--- src/rtl/regfile_loader_pkg.sv ---
// Shared types and constants for the double-banked register file write-side loader.
// Optional stall counter is enabled with REGFILE_LOADER_STALL_CNT_EN.
package regfile_loader_pkg;

    typedef enum logic [1:0] {
        S_LO    = 2'd0,
        S_HI    = 2'd1,
        S_STALL = 2'd2
    } state_e;

    typedef logic bank_id_t;

    localparam int STALL_CNT_W = 16;

    function automatic int blocks_per_bank(input int addr_width);
        return 1 << (addr_width - 1);
    endfunction

endpackage

--- src/rtl/regfile_bank_tracker.sv ---
// Bank ownership flags and per-bank block counts; arbitrates a commit from the loader
// against a release from the reader landing on the same edge.
module regfile_bank_tracker
    import regfile_loader_pkg::*;
#(
    parameter int ADDR_WIDTH = 4
) (
    input  logic                  clock,
    input  logic                  resetn,
    input  logic                  commit_valid,
    input  bank_id_t              commit_bank,
    input  logic [ADDR_WIDTH-1:0] commit_count,
    input  logic                  release_valid,
    input  bank_id_t              release_bank,
    output logic [1:0]            bank_full,
    output logic [ADDR_WIDTH-1:0] bank_count0,
    output logic [ADDR_WIDTH-1:0] bank_count1
);

    logic [1:0]            full_q, full_d;
    logic [ADDR_WIDTH-1:0] count0_q, count0_d;
    logic [ADDR_WIDTH-1:0] count1_q, count1_d;

    // Release is applied first so that a commit to the same bank overrides it.
    always_comb begin
        full_d   = full_q;
        count0_d = count0_q;
        count1_d = count1_q;
        if (release_valid && full_q[release_bank]) begin
            full_d[release_bank] = 1'b0;
        end
        if (commit_valid) begin
            full_d[commit_bank] = 1'b1;
            if (commit_bank) begin
                count1_d = commit_count;
            end else begin
                count0_d = commit_count;
            end
        end
    end

    always_ff @(posedge clock or negedge resetn) begin
        if (!resetn) begin
            full_q   <= '0;
            count0_q <= '0;
            count1_q <= '0;
        end else begin
            full_q   <= full_d;
            count0_q <= count0_d;
            count1_q <= count1_d;
        end
    end

    assign bank_full   = full_q;
    assign bank_count0 = count0_q;
    assign bank_count1 = count1_q;

endmodule

--- src/rtl/regfile_bank_loader.sv ---
// Packs a valid/ready word stream into two-word blocks, drives the register file write port
// and ping-pongs banks. Define REGFILE_LOADER_STALL_CNT_EN to add the stallCount output.
module regfile_bank_loader
    import regfile_loader_pkg::*;
#(
    parameter int PORT_WIDTH = 16,
    parameter int ADDR_WIDTH = 4
) (
    input  logic                   clock,
    input  logic                   resetn,
    input  logic [PORT_WIDTH-1:0]  inData,
    input  logic                   inValid,
    input  logic                   inLast,
    output logic                   inReady,
    output logic                   writeEnable,
    output logic                   writeBank,
    output logic [ADDR_WIDTH-2:0]  writeAddrTransferBlock,
    output logic [PORT_WIDTH-1:0]  writeData0,
    output logic [PORT_WIDTH-1:0]  writeData1,
    output logic [1:0]             bankFull,
    output logic [ADDR_WIDTH-1:0]  bankCount0,
    output logic [ADDR_WIDTH-1:0]  bankCount1,
    input  logic                   bankRelease,
    input  logic                   bankReleaseId,
`ifdef REGFILE_LOADER_STALL_CNT_EN
    output logic [STALL_CNT_W-1:0] stallCount,
`endif
    output state_e                 dbgState
);

    localparam int IW  = ADDR_WIDTH - 1;
    localparam int BPB = blocks_per_bank(ADDR_WIDTH);
    localparam logic [IW-1:0] LAST_IDX = IW'(BPB - 1);

    // Stream handshake: a word moves when inValid and inReady are both high at a rising edge;
    // inReady depends only on registered state, never on inValid.
    state_e                state_q, state_d;
    bank_id_t              fill_bank_q, fill_bank_d;
    logic [IW-1:0]         blk_idx_q, blk_idx_d;
    logic [PORT_WIDTH-1:0] data0_q, data0_d;
    logic                  we_q, we_d;
    bank_id_t              wbank_q, wbank_d;
    logic [IW-1:0]         waddr_q, waddr_d;
    logic [PORT_WIDTH-1:0] wdata0_q, wdata0_d;
    logic [PORT_WIDTH-1:0] wdata1_q, wdata1_d;
    logic                  commit_q, commit_d;

    logic                  accept;
    logic                  do_strobe;
    logic [PORT_WIDTH-1:0] pair_lo, pair_hi;
    logic [1:0]            bank_full;
    logic [ADDR_WIDTH-1:0] commit_count;

    assign inReady = resetn & (state_q != S_STALL) & ~bank_full[fill_bank_q];
    assign accept  = inValid & inReady;

    always_comb begin
        state_d     = state_q;
        fill_bank_d = fill_bank_q;
        blk_idx_d   = blk_idx_q;
        data0_d     = data0_q;
        we_d        = 1'b0;
        wbank_d     = wbank_q;
        waddr_d     = waddr_q;
        wdata0_d    = wdata0_q;
        wdata1_d    = wdata1_q;
        commit_d    = 1'b0;
        do_strobe   = 1'b0;
        pair_lo     = data0_q;
        pair_hi     = '0;
        case (state_q)
            S_LO: begin
                if (accept) begin
                    data0_d = inData;
                    if (inLast) begin
                        do_strobe = 1'b1;
                        pair_lo   = inData;
                    end else begin
                        state_d = S_HI;
                    end
                end
            end
            S_HI: begin
                if (accept) begin
                    do_strobe = 1'b1;
                    pair_hi   = inData;
                    state_d   = S_LO;
                end
            end
            S_STALL: begin
                if (!bank_full[fill_bank_q]) begin
                    state_d = S_LO;
                end
            end
            default: state_d = S_LO;
        endcase

        // The bank flag itself is raised one cycle later, after the write port has the data.
        if (do_strobe) begin
            we_d     = 1'b1;
            wbank_d  = fill_bank_q;
            waddr_d  = blk_idx_q;
            wdata0_d = pair_lo;
            wdata1_d = pair_hi;
            commit_d = inLast | (blk_idx_q == LAST_IDX);
            if (commit_d) begin
                blk_idx_d   = '0;
                fill_bank_d = ~fill_bank_q;
                if (bank_full[~fill_bank_q]) begin
                    state_d = S_STALL;
                end
            end else begin
                blk_idx_d = blk_idx_q + 1'b1;
            end
        end
    end

    always_ff @(posedge clock or negedge resetn) begin
        if (!resetn) begin
            state_q     <= S_LO;
            fill_bank_q <= 1'b0;
            blk_idx_q   <= '0;
            data0_q     <= '0;
            we_q        <= 1'b0;
            wbank_q     <= 1'b0;
            waddr_q     <= '0;
            wdata0_q    <= '0;
            wdata1_q    <= '0;
            commit_q    <= 1'b0;
        end else begin
            state_q     <= state_d;
            fill_bank_q <= fill_bank_d;
            blk_idx_q   <= blk_idx_d;
            data0_q     <= data0_d;
            we_q        <= we_d;
            wbank_q     <= wbank_d;
            waddr_q     <= waddr_d;
            wdata0_q    <= wdata0_d;
            wdata1_q    <= wdata1_d;
            commit_q    <= commit_d;
        end
    end

    assign commit_count = {1'b0, waddr_q} + ADDR_WIDTH'(1);

    regfile_bank_tracker #(
        .ADDR_WIDTH(ADDR_WIDTH)
    ) u_tracker (
        .clock        (clock),
        .resetn       (resetn),
        .commit_valid (commit_q),
        .commit_bank  (wbank_q),
        .commit_count (commit_count),
        .release_valid(bankRelease),
        .release_bank (bankReleaseId),
        .bank_full    (bank_full),
        .bank_count0  (bankCount0),
        .bank_count1  (bankCount1)
    );

`ifdef REGFILE_LOADER_STALL_CNT_EN
    logic [STALL_CNT_W-1:0] stall_cnt_q, stall_cnt_d;

    always_comb begin
        stall_cnt_d = stall_cnt_q;
        if (inValid && !inReady && (stall_cnt_q != '1)) begin
            stall_cnt_d = stall_cnt_q + 1'b1;
        end
    end

    always_ff @(posedge clock or negedge resetn) begin
        if (!resetn) begin
            stall_cnt_q <= '0;
        end else begin
            stall_cnt_q <= stall_cnt_d;
        end
    end

    assign stallCount = stall_cnt_q;
`endif

    assign writeEnable            = we_q;
    assign writeBank              = wbank_q;
    assign writeAddrTransferBlock = waddr_q;
    assign writeData0             = wdata0_q;
    assign writeData1             = wdata1_q;
    assign bankFull               = bank_full;
    assign dbgState               = state_q;

endmodule

--- config.mk ---
export PLATFORM = sky130hd
export DESIGN_NAME = regfile_bank_loader
export DESIGN_NICKNAME = d
export VERILOG_FILES = /design/src/rtl/regfile_loader_pkg.sv /design/src/rtl/regfile_bank_tracker.sv /design/src/rtl/regfile_bank_loader.sv
export SDC_FILE = /design/constraint.sdc
export NUM_CORES = 1
export LEC_CHECK = 0
export CAP_MARGIN = 20
export CORE_MARGIN = 4
export CORE_UTILIZATION = 49
export DETAILED_ROUTE_END_ITERATION = 6
export PLACE_DENSITY_LB_ADDON = 0.05
export SYNTH_ARGS = -nofsm -noshare
export SYNTH_HDL_FRONTEND = slang
export SYNTH_HIERARCHICAL = 1
export SYNTH_SLANG_ARGS = --single-unit
--- constraint.sdc ---
create_clock -name clock -period 2.7 [get_ports clock]
set_input_delay 0.54 -clock clock [delete_from_list [all_inputs] [get_ports clock]]
set_output_delay 0.54 -clock clock [all_outputs]
set_load 0.005 [all_outputs]
Word level (Yosys, flattened, before mapping)
Cells that the tools add are included.
- register bits: 70
- bits in latches: 0
- RAM bits: 0
- bits in read-only memories: 0
- bits of input ports: 22
- output and inout bits: 50
- word-level logic and storage cells: 75
- memories: 0
- add/sub/neg operators: 2
- multipliers: 0
- div/mod/pow operators: 0
- order comparisons: 6
- equal/unequal tests: 4
- shift-type cells: 0
- muxes and demuxes: 32
- bitwise logic cells: 10
- reduce and logical (&&, ||, !) cells: 8
- operators by type and width (cell ; count):
    $mux W16 ; 5
    $mux W2 ; 9
    $mux W1 ; 13
    $lt A1 B2 Y1 const B ; 4
    $reduce_and A2 Y1 ; 4
    $pmux W2 S3 ; 1
    $add A3 B1 Y4 const B ; 1
    $add A3 B1 Y3 const B ; 1
    $and A1 B1 Y1 ; 3
    $eq A3 B3 Y1 const B ; 1
    $logic_and A1 B1 Y1 ; 3
    $mux W3 ; 1
    $not A1 Y1 ; 3
    $and A2 B2 Y2 ; 1
    $demux W1 S1 ; 2
    $eq A2 B1 Y1 const B ; 1
    $eq A2 B2 Y1 const B ; 1
    $ge A1 B1 Y1 const B ; 2
    $logic_not A2 Y1 ; 1
    $ne A2 B2 Y1 const B ; 1
    $not A2 Y2 ; 1
    $or A2 B2 Y2 ; 1
    $pmux W1 S2 ; 1
    $or A1 B1 Y1 ; 1

Logic depth before layout (Yosys ltp)
Gate-level depths: netlist (run 1).
- depth in word-level cells: 10
- mapped depth: 6
- depth with buffers taken out: 5

Modules after synthesis
Netlist (run 1), hierarchy kept.
- by module, submodules not included (module ; instances ; cells each ; area each (um^2)):
    regfile_bank_loader ; 1 ; 201 ; 2566.2
    regfile_bank_tracker ; 1 ; 25 ; 404.1

Worst setup path before layout (run 1)
Ideal clock, no wire load.
- path kind: register to register
- start: reg fill_bank_q
- end: reg wdata0_q[12] (netlist: writeData0[12])
- arrival time: 1771 ps
- setup slack: 803 ps
- cell stages (with the launch flop): 7
- path buffers: 3
- period minus slack after synthesis: 1897 ps
- path through: dfrtp_1 buf_6 mux2_4 or3_1 buf_4 buf_6 a221o_1
- word-level cells in the longest chain between the ends: 7
- ends and longest elaborated chain (element ; line ; RTL):
    from (decl) ; regfile_bank_loader.sv:38 ; bank_id_t fill_bank_q, fill_bank_d;
    from (signal assigned) ; regfile_bank_loader.sv:132 ; fill_bank_q <= fill_bank_d;
    $mux W1 (not written as such) (*) (2 in a row) ; regfile_bank_loader.sv:54 ; assign inReady = resetn & (state_q != S_STALL) & ~bank_full[fill_bank_q];
    $not A1 Y1 (*) ; regfile_bank_loader.sv:54 ;
    $and A1 B1 Y1 (*) ; regfile_bank_loader.sv:54 ;
    $and A1 B1 Y1 (*) ; regfile_bank_loader.sv:55 ; assign accept = inValid & inReady;
    $mux W1, or another cell as far along ; regfile_bank_loader.sv:84 ; if (accept) begin
    $pmux W1 S2 / $mux W16 (equally long branches) ; regfile_bank_loader.sv:71 ; case (state_q)
    to (signal assigned) ; regfile_bank_loader.sv:138 ; wdata0_q <= wdata0_d;
    to (decl) ; regfile_bank_loader.sv:44 ; logic [PORT_WIDTH-1:0] wdata0_q, wdata0_d;
Mark *: on every way between the ends. The rest lies on a longest branch, timed or not. The select of a mux whose other input is x is not followed.
A chain may end at the register's enable or synchronous reset.

Worst setup path in the final report (run 1)
- start: reg fill_bank_q
- end: out inReady
- word-level cells in the longest chain between the ends: 4
- ends and longest elaborated chain (element ; line ; RTL):
    $mux W1 (not written as such) (2 in a row) ; regfile_bank_loader.sv:54 ;
    $not A1 Y1 ; regfile_bank_loader.sv:54 ;
    $and A1 B1 Y1 ; regfile_bank_loader.sv:54 ;
    to (decl) ; regfile_bank_loader.sv:14 ; output logic inReady,
No other way between the ends. The select of a mux whose other input is x is not followed.

==> flow_summary.yaml, run 1 <==
layout:
  final_net_count: 331
  layout.area.seq_mm2: 0.00175
  area_delta_synth_final_pct: 34.2
  post_route_cells_drive_above_1_share: 0.206
  antenna_cells: 0
  multi_input_area_mm2: 0.00108
  most-common-layout-cells: "dfrtp_1 (70), clkdlybuf4s50_1 (70), mux2_2 (25)"
  fillCellCount: 459
grt:
  grt_pass1_wl_mm: 10.6
  via_count_of_the_first_global_routing_pass: 2142
  grt_most_used_layer: "met2"
  grtUsageMet3: 0.0471
  number_of_antenna_violations_at_the_first_check_in_global_routing: 0
  grt_usage: 0.186
  gr-usage-met1: 0.264
  grt_max_degree: 56
  globalRouteOverflowTotal: 0
  grt.met2_usage: 0.275
synthesis:
  synth.yosys.seq_area_share: 0.590
  post-synth-top-area-fraction: 0.590
  syn-cell-area_mm2: 0.00297
  post_synth_num_cell_types: 36
  async_reset_ff_frac: 1.00
  postSynthAreaPerCell_um2: 13.1
  synth_top_cell_by_area: "dfrtp_1"
  synth-seq-cells: 70
  synth-warning-count: 6
  synth_enable_flop_cells: 0
  postSynthNetCount: 251
  yosys_most_used_dff: "dfrtp_1"
  synth.area.top_cells: "dfrtp_1 (59%), mux2_2 (9.5%), a221o_1 (5.4%)"
  synthCells: 226
timing:
  fin_worst_hold_slack_ps: 62.8
  fin_skew_ps: 7.72
  final-hold-violation-count: 0
  report.final.setup_viol: 0
  postLayoutSetupSlackWorst_ps: 270
  totalNegativeSetupSlack_ps: 0
  grt_setup_unrepaired: "no"
  remaining_max_slew_budget_at_the_tightest_pin: 0.543
  fin_crit_ps: 2430
  fmax_achieved_mhz: 411
  final_slew_viol_count: 0
  period_share: 0.900
  tightestPinTransition_ps: 685
die:
  die-area_mm2: 0.00737
  initial_utilization: 0.505
  coreArea_mm2: 0.00589
  die_h_um: 85.9
  ioPinCount: 72
  die_width_um: 85.9
  rows: 28
cts:
  cts.clk_slew.worst_paths_ps: 70
  cts_setup_buffers: 0
  cts_root_cell: "clkbuf_8"
  clock_buffers_created_by_tritoncts: 9
  ctsHoldBuffers: 0
  clock_path_buffers: 2
  htree_levels: 3
  clkSinkCount: 70
  cts_tree: "yes"
  cts.repair.resized: 0
  clock_network_latency_to_the_later_pin_of_the_worst_skew_pair_ps: 340
worst_setup_path:
  critical-path-slowest-cell: "clkdlybuf4s50_1"
  rr_endpoint: "writeData0[9]"
  path_cells: "mux2i_1, nand2_1, nor2_1, clkdlybuf4s50_1"
  worst-endpoint-arrival_ps: 1890
  timing.reg2reg.worst_path_depth: 4
  rr_startpoint: "fill_bank_q"
  end_kind: "primary output"
  crit_required_ps: 2160
  crit_path_start: "fill_bank_q"
  ff2ff_setup_slack_ps: 660
  worstSetupStartpointType: "flop"
  biggest_fanout_along_the_worst_timing_path: 5
  worst-setup-path-type: "reg2out"
  worst_path_largest_cell_delay_ps: 520
place:
  io_port_bufs: 71
  detailed_place_hpwl_mm: 4.36
  post-place-ws_ps: 319
  globalplace.congestion: 0.765
route:
  antenna_violating_nets_post_route: 0
  vias_after_detailed_routing: 2121
  drc: 0
  route.final.wire_length_mm: 6.47
  detail_route.first_pass.iterations: 4
  initialDrtViolationCount: 122
  viasPerCell: 5.49
  routed_wire_length_per_instance_um: 16.8
power_and_ir_drop:
  power.net_switching_w: 0.00133
  pwr-share-seq: 0.418
  clkPwrFrac: 0.198
  power_switching_share: 0.302
  p_per_area_mw_per_mm2: 1110
  worst_vdd_rail_ir_drop_mv: 0.621
  comb_power_share: 0.384
  power.leakage_nw: 1.79
  p_int_w: 0.00308
flow_run:
  cap_viol_max_count: 0
run_status:
  status: "finished clean"
hold_path:
  worst_hold_path_type: "in2async"
## cells by family (layout without fill, tap and decap cells)
kind of cell             after synthesis  after routing  share of synthesized area
XOR/XNOR                               2              2                    0.00590
flip-flops                            70             70                      0.590
buffers and inverters                 31            116                     0.0505
AND/OR/NAND/NOR                       44             44                     0.0851
adder cells (fa/ha/maj)                3              3                     0.0126
multiplexers                          31             31                      0.123
AO/OA/AOI/OAI                         45             45                      0.133
## registers in the layout (all words and copies together), names as in the netlist, 3 cells and up
| name | count |
|---|---|
| data0_q | 16 |
| writeData1 | 16 |
| writeAddrTransferBlock | 3 |
| blk_idx_q | 3 |
| u_tracker/bank_count1 | 4 |
| writeData0 | 16 |
| u_tracker/bank_count0 | 4 |
## metrics by stage
step / power (W) / std cells / area (um2) / utilization
floorplan: 0.00267 / 226 / 2970 / -
global placement: 0.00352 / 370 / 3780 / 0.642
finish: 0.00442 / 386 / 3990 / 0.677
detailed placement: 0.00357 / 370 / 3780 / 0.642
CTS: 0.00446 / 386 / 3990 / 0.677
global route: 0.00470 / 386 / 3990 / 0.677
## cells in the mapped netlist, drive strengths merged, types with 2 or more instances
| master | number |
|---|---|
| or2 | 2 |
| nand2 | 8 |
| a22o | 18 |
| nor2b | 2 |
| o311ai | 2 |
| mux2 | 30 |
| dfrtp | 70 |
| a221o | 16 |
| inv | 19 |
| clkbuf | 4 |
| o21ai | 4 |
| nand2b | 5 |
| buf | 8 |
| nor2 | 3 |
| xor2 | 2 |
| ha | 3 |
| nor3 | 18 |
## critical path, delay by kind of cell (launching register included)
kind / cells / cell delay (ps)
buffers and inverters: 1 / 520
DFF: 1 / 450
muxes: 1 / 350
and+or+nand+nor: 2 / 240
## how the worst max path moves through the flow
stage | to | slack (ps) | cells past startpoint
final | inReady | 270 | 4
after global routing | inReady | 150 | 4
after CTS | inReady | 240 | 4
after detailed placement | writeData0[9] | 320 | 5
after global placement | writeData0[10] | 370 | 5
after floorplan | writeData0[12] | 800 | 6
## per-layer routing
metal,vias to the layer above,part of all wire
met4,0,0.016
met2,49,0.46
met3,11,0.038
li1,983,-
met5,-,0
met1,1078,0.49
## power groups by stage
stage                     clock (W)  combinational [W]  sequential (W)
after floorplan                   0           0.000877         0.00180
after global placement            0            0.00167         0.00185
after detailed placement          0            0.00172         0.00185
after CTS                  0.000889            0.00172         0.00185
after global routing       0.000945            0.00184         0.00192
final                      0.000876            0.00170         0.00184
## layout make-up
cell class / instances / area share
Clock inverter: 5 / 0.0144
Multi-Input combinational cell: 125 / 0.270
Tap cell: 75 / 0.0235
Timing Repair Buffer: 81 / 0.196
Sequential cell: 70 / 0.439
Inverter: 19 / 0.0179
Clock buffer: 11 / 0.0380
Note: power is estimated with default switching activity, not from simulation.
==> inputs of run 2 (changes only) <==
--- a/config.mk
+++ b/config.mk
@@ -12,5 +12,4 @@
 export PLACE_DENSITY_LB_ADDON = 0.05
 export SYNTH_ARGS = -nofsm -noshare
 export SYNTH_HDL_FRONTEND = slang
-export SYNTH_HIERARCHICAL = 1
 export SYNTH_SLANG_ARGS = --single-unit
==> run 2 against run 1 <==
Sequential cell count stayed put. Critical endpoint unchanged. Global-route usage is 0.48 points higher. Count of clock-buffer cells in the layout is 1 lower. Die area is 0.50% lower. Largest cell class unchanged.
==> flow_summary.yaml, run 2 <==
timing:
  final-hold-violation-count: 0
  tightestPinTransition_ps: 793
  totalNegativeSetupSlack_ps: 0
  report.final.setup_viol: 0
  fmax_achieved_mhz: 426
  remaining_max_slew_budget_at_the_tightest_pin: 0.471
  period_share: 0.870
  fin_crit_ps: 2350
  fin_worst_hold_slack_ps: 14.8
  postLayoutSetupSlackWorst_ps: 351
  fin_skew_ps: 9.19
  grt_setup_unrepaired: "no"
  final_slew_viol_count: 0
route:
  route.final.wire_length_mm: 6.65
  antenna_violating_nets_post_route: 0
  top_signal_layer_used: "met4"
  drc: 0
  route.layer.met1.wl_mm: 3.09
  detailroute.wirelength.met3_um: 367
  viasPerCell: 5.60
  vias_after_detailed_routing: 2118
  routed_met2_length_mm: 3.11
  routed_wire_length_per_instance_um: 17.6
  detail_route.first_pass.iterations: 4
  initialDrtViolationCount: 42
flow_run:
  cap_viol_max_count: 0
die:
  ioPinCount: 72
  die_width_um: 85.6
  die-area_mm2: 0.00734
  initial_utilization: 0.502
  rows: 28
  coreArea_mm2: 0.00589
  die_h_um: 85.6
worst_setup_path:
  path_cells: "inv_1, nand2_1, and3_1, clkdlybuf4s50_1"
  critical-path-slowest-cell: "dfrtp_1"
  rr_endpoint: "writeData0[11]"
  timing.reg2reg.worst_path_depth: 5
  worst-endpoint-arrival_ps: 1810
  crit_required_ps: 2160
  ff2ff_setup_slack_ps: 640
  biggest_fanout_along_the_worst_timing_path: 9
  end_kind: "primary output"
  worst-setup-path-type: "reg2out"
  rr_startpoint: "fill_bank_q"
  worst_path_largest_cell_delay_ps: 570
  worstSetupStartpointType: "flop"
synthesis:
  synth_commonest_cells: "dfrtp_1 (70), a22o_1 (16), mux2_2 (16), nand2_1 (15), nand4b_1 (15)"
  post_synth_fa_ha_maj_area_fraction: 0.0127
  yosysMostFrequentCell: "dfrtp_1"
  post_synth_simple_gate_area: 0.107
  post_synth_xor_area_fraction: 0.00593
  yosys_most_used_dff: "dfrtp_1"
  post-synth-top-area-fraction: 0.593
  synth_top_cell_by_area: "dfrtp_1"
  postSynthNetCount: 242
  synth-compound-area-share: 0.148
  synth.yosys.seq_area_share: 0.593
  largest_family_of_logic_cells_by_synthesized_area: "compound AO/OA/AOI/OAI gates"
  synthCells: 217
  synth.area.top_cells: "dfrtp_1 (59%), mux2_2 (6.1%), a22o_1 (4.7%)"
  syn-cell-area_mm2: 0.00295
  async_reset_ff_frac: 1.00
  synth-seq-cells: 70
  postSynthAreaPerCell_um2: 13.6
  synth-warning-count: 0
  synth_enable_flop_cells: 0
  synth_mux_area_frac: 0.0957
  post_synth_num_cell_types: 39
power_and_ir_drop:
  power.leakage_nw: 1.68
  p_per_area_mw_per_mm2: 1120
  report.power.total_w: 0.00446
  worst_vdd_rail_ir_drop_mv: 0.600
layout:
  most-common-layout-cells: "dfrtp_1 (70), clkdlybuf4s50_1 (70), mux2_2 (16), a22o_1 (16)"
  fillCellCount: 467
  area_delta_synth_final_pct: 35.4
  antenna_cells: 0
  final_net_count: 323
  layout.cells.non_filler: 378
  post_route_cells_drive_above_1_share: 0.195
  layout.area.seq_mm2: 0.00175
  multi_input_area_mm2: 0.00109
cts:
  clock_path_buffers: 2
  ctsHoldBuffers: 0
  cts_setup_buffers: 0
  cts.clk_slew.worst_paths_ps: 80
  htree_levels: 3
  cts_tree: "yes"
  clock_buffers_created_by_tritoncts: 9
  clock_network_latency_to_the_later_pin_of_the_worst_skew_pair_ps: 340
  cts_root_cell: "clkbuf_8"
  cts.repair.resized: 0
  clkSinkCount: 70
grt:
  grt_pass1_wl_mm: 10.9
  number_of_antenna_violations_at_the_first_check_in_global_routing: 0
  grt_max_degree: 66
  grt_usage: 0.191
  via_count_of_the_first_global_routing_pass: 2166
  globalRouteOverflowTotal: 0
place:
  globalplace.congestion: 0.771
  post-place-ws_ps: 364
  io_port_bufs: 71
  placedCellCount: 362
  detailed_place_hpwl_mm: 4.45
run_status:
  status: "finished clean"
hold_path:
  worst_hold_path_type: "in2async"
[run 2: changes by cell type after synthesis, moves of 7 or more]
cell and change:
inv_1 -17, nand4b_1 +14, a221o_1 -16, nor3_1 -16, o221a_2 +7, o221a_1 +9
mux2_2 -9, nand2_1 +8
[run 2: kinds of logic after synthesis]
family,count (synthesis)
AO/OA/AOI/OAI,51
XOR/XNOR,2
adder cells (fa/ha/maj),3
buffers and inverters,17
flip-flops,70
multiplexers,25
AND/OR/NAND/NOR,49
[run 2: layer usage]
layer  global-route usage  vias to the layer above
met5                    0                        -
met4               0.0719                        0
met3               0.0384                        8
met2                0.297                       62
met1                0.265                     1059
li1                     -                      989
[run 2: report_power, final]
part | total, W | internal, W | switching [W]
sequential | 0.00185 | 0.00152 | 0.000336
combinational | 0.00165 | 0.00107 | 0.000579
clock | 0.000960 | 0.000552 | 0.000408
total | 0.00446 | 0.00314 | 0.00132
[run 2: layout make-up]
class / instances / area share
Clock buffer: 10 / 0.0344
Sequential cell: 70 / 0.438
Timing Repair Buffer: 84 / 0.202
Multi-Input combinational cell: 130 / 0.273
Clock inverter: 6 / 0.0232
Tap cell: 75 / 0.0235
Inverter: 3 / 0.00594
[run 2: stage by stage]
| stage | cell area [um2] | utilization |
|---|---|---|
| detailed placement | 3770 | 0.640 |
| finish | 4000 | 0.679 |
| global route | 4000 | 0.679 |
| CTS | 4000 | 0.679 |
| floorplan | 2950 | - |
| global placement | 3770 | 0.640 |
[run 2: how the worst max path moves through the flow]
| stage | startpoint | end | slack (ps) | depth (start not counted) |
|---|---|---|---|---|
| after global placement | inValid | writeAddrTransferBlock[2] | 400 | 6 |
| after floorplan | fill_bank_q | writeAddrTransferBlock[2] | 870 | 6 |
| after global routing | dbgState[0] | inReady | 230 | 4 |
| after CTS | dbgState[0] | inReady | 320 | 4 |
| after detailed placement | inValid | writeAddrTransferBlock[1] | 360 | 6 |
| final | dbgState[0] | inReady | 350 | 4 |
[run 2: critical path, delay by kind of cell, from the launching register on]
kind	cells	cell delay, ps
AND/OR/NAND/NOR	2	270
flip-flops	1	570
buffers and inverters	2	640
==> inputs of run 3 (changes only) <==
--- a/config.mk
+++ b/config.mk
@@ -5,6 +5,7 @@
 export SDC_FILE = /design/constraint.sdc
 export NUM_CORES = 1
 export LEC_CHECK = 0
+export ABC_CLOCK_PERIOD_IN_PS = 2700
 export CAP_MARGIN = 20
 export CORE_MARGIN = 4
 export CORE_UTILIZATION = 49
==> results of run 3 <==
The final DEF is identical to that of run 2; final timing and power are the same.
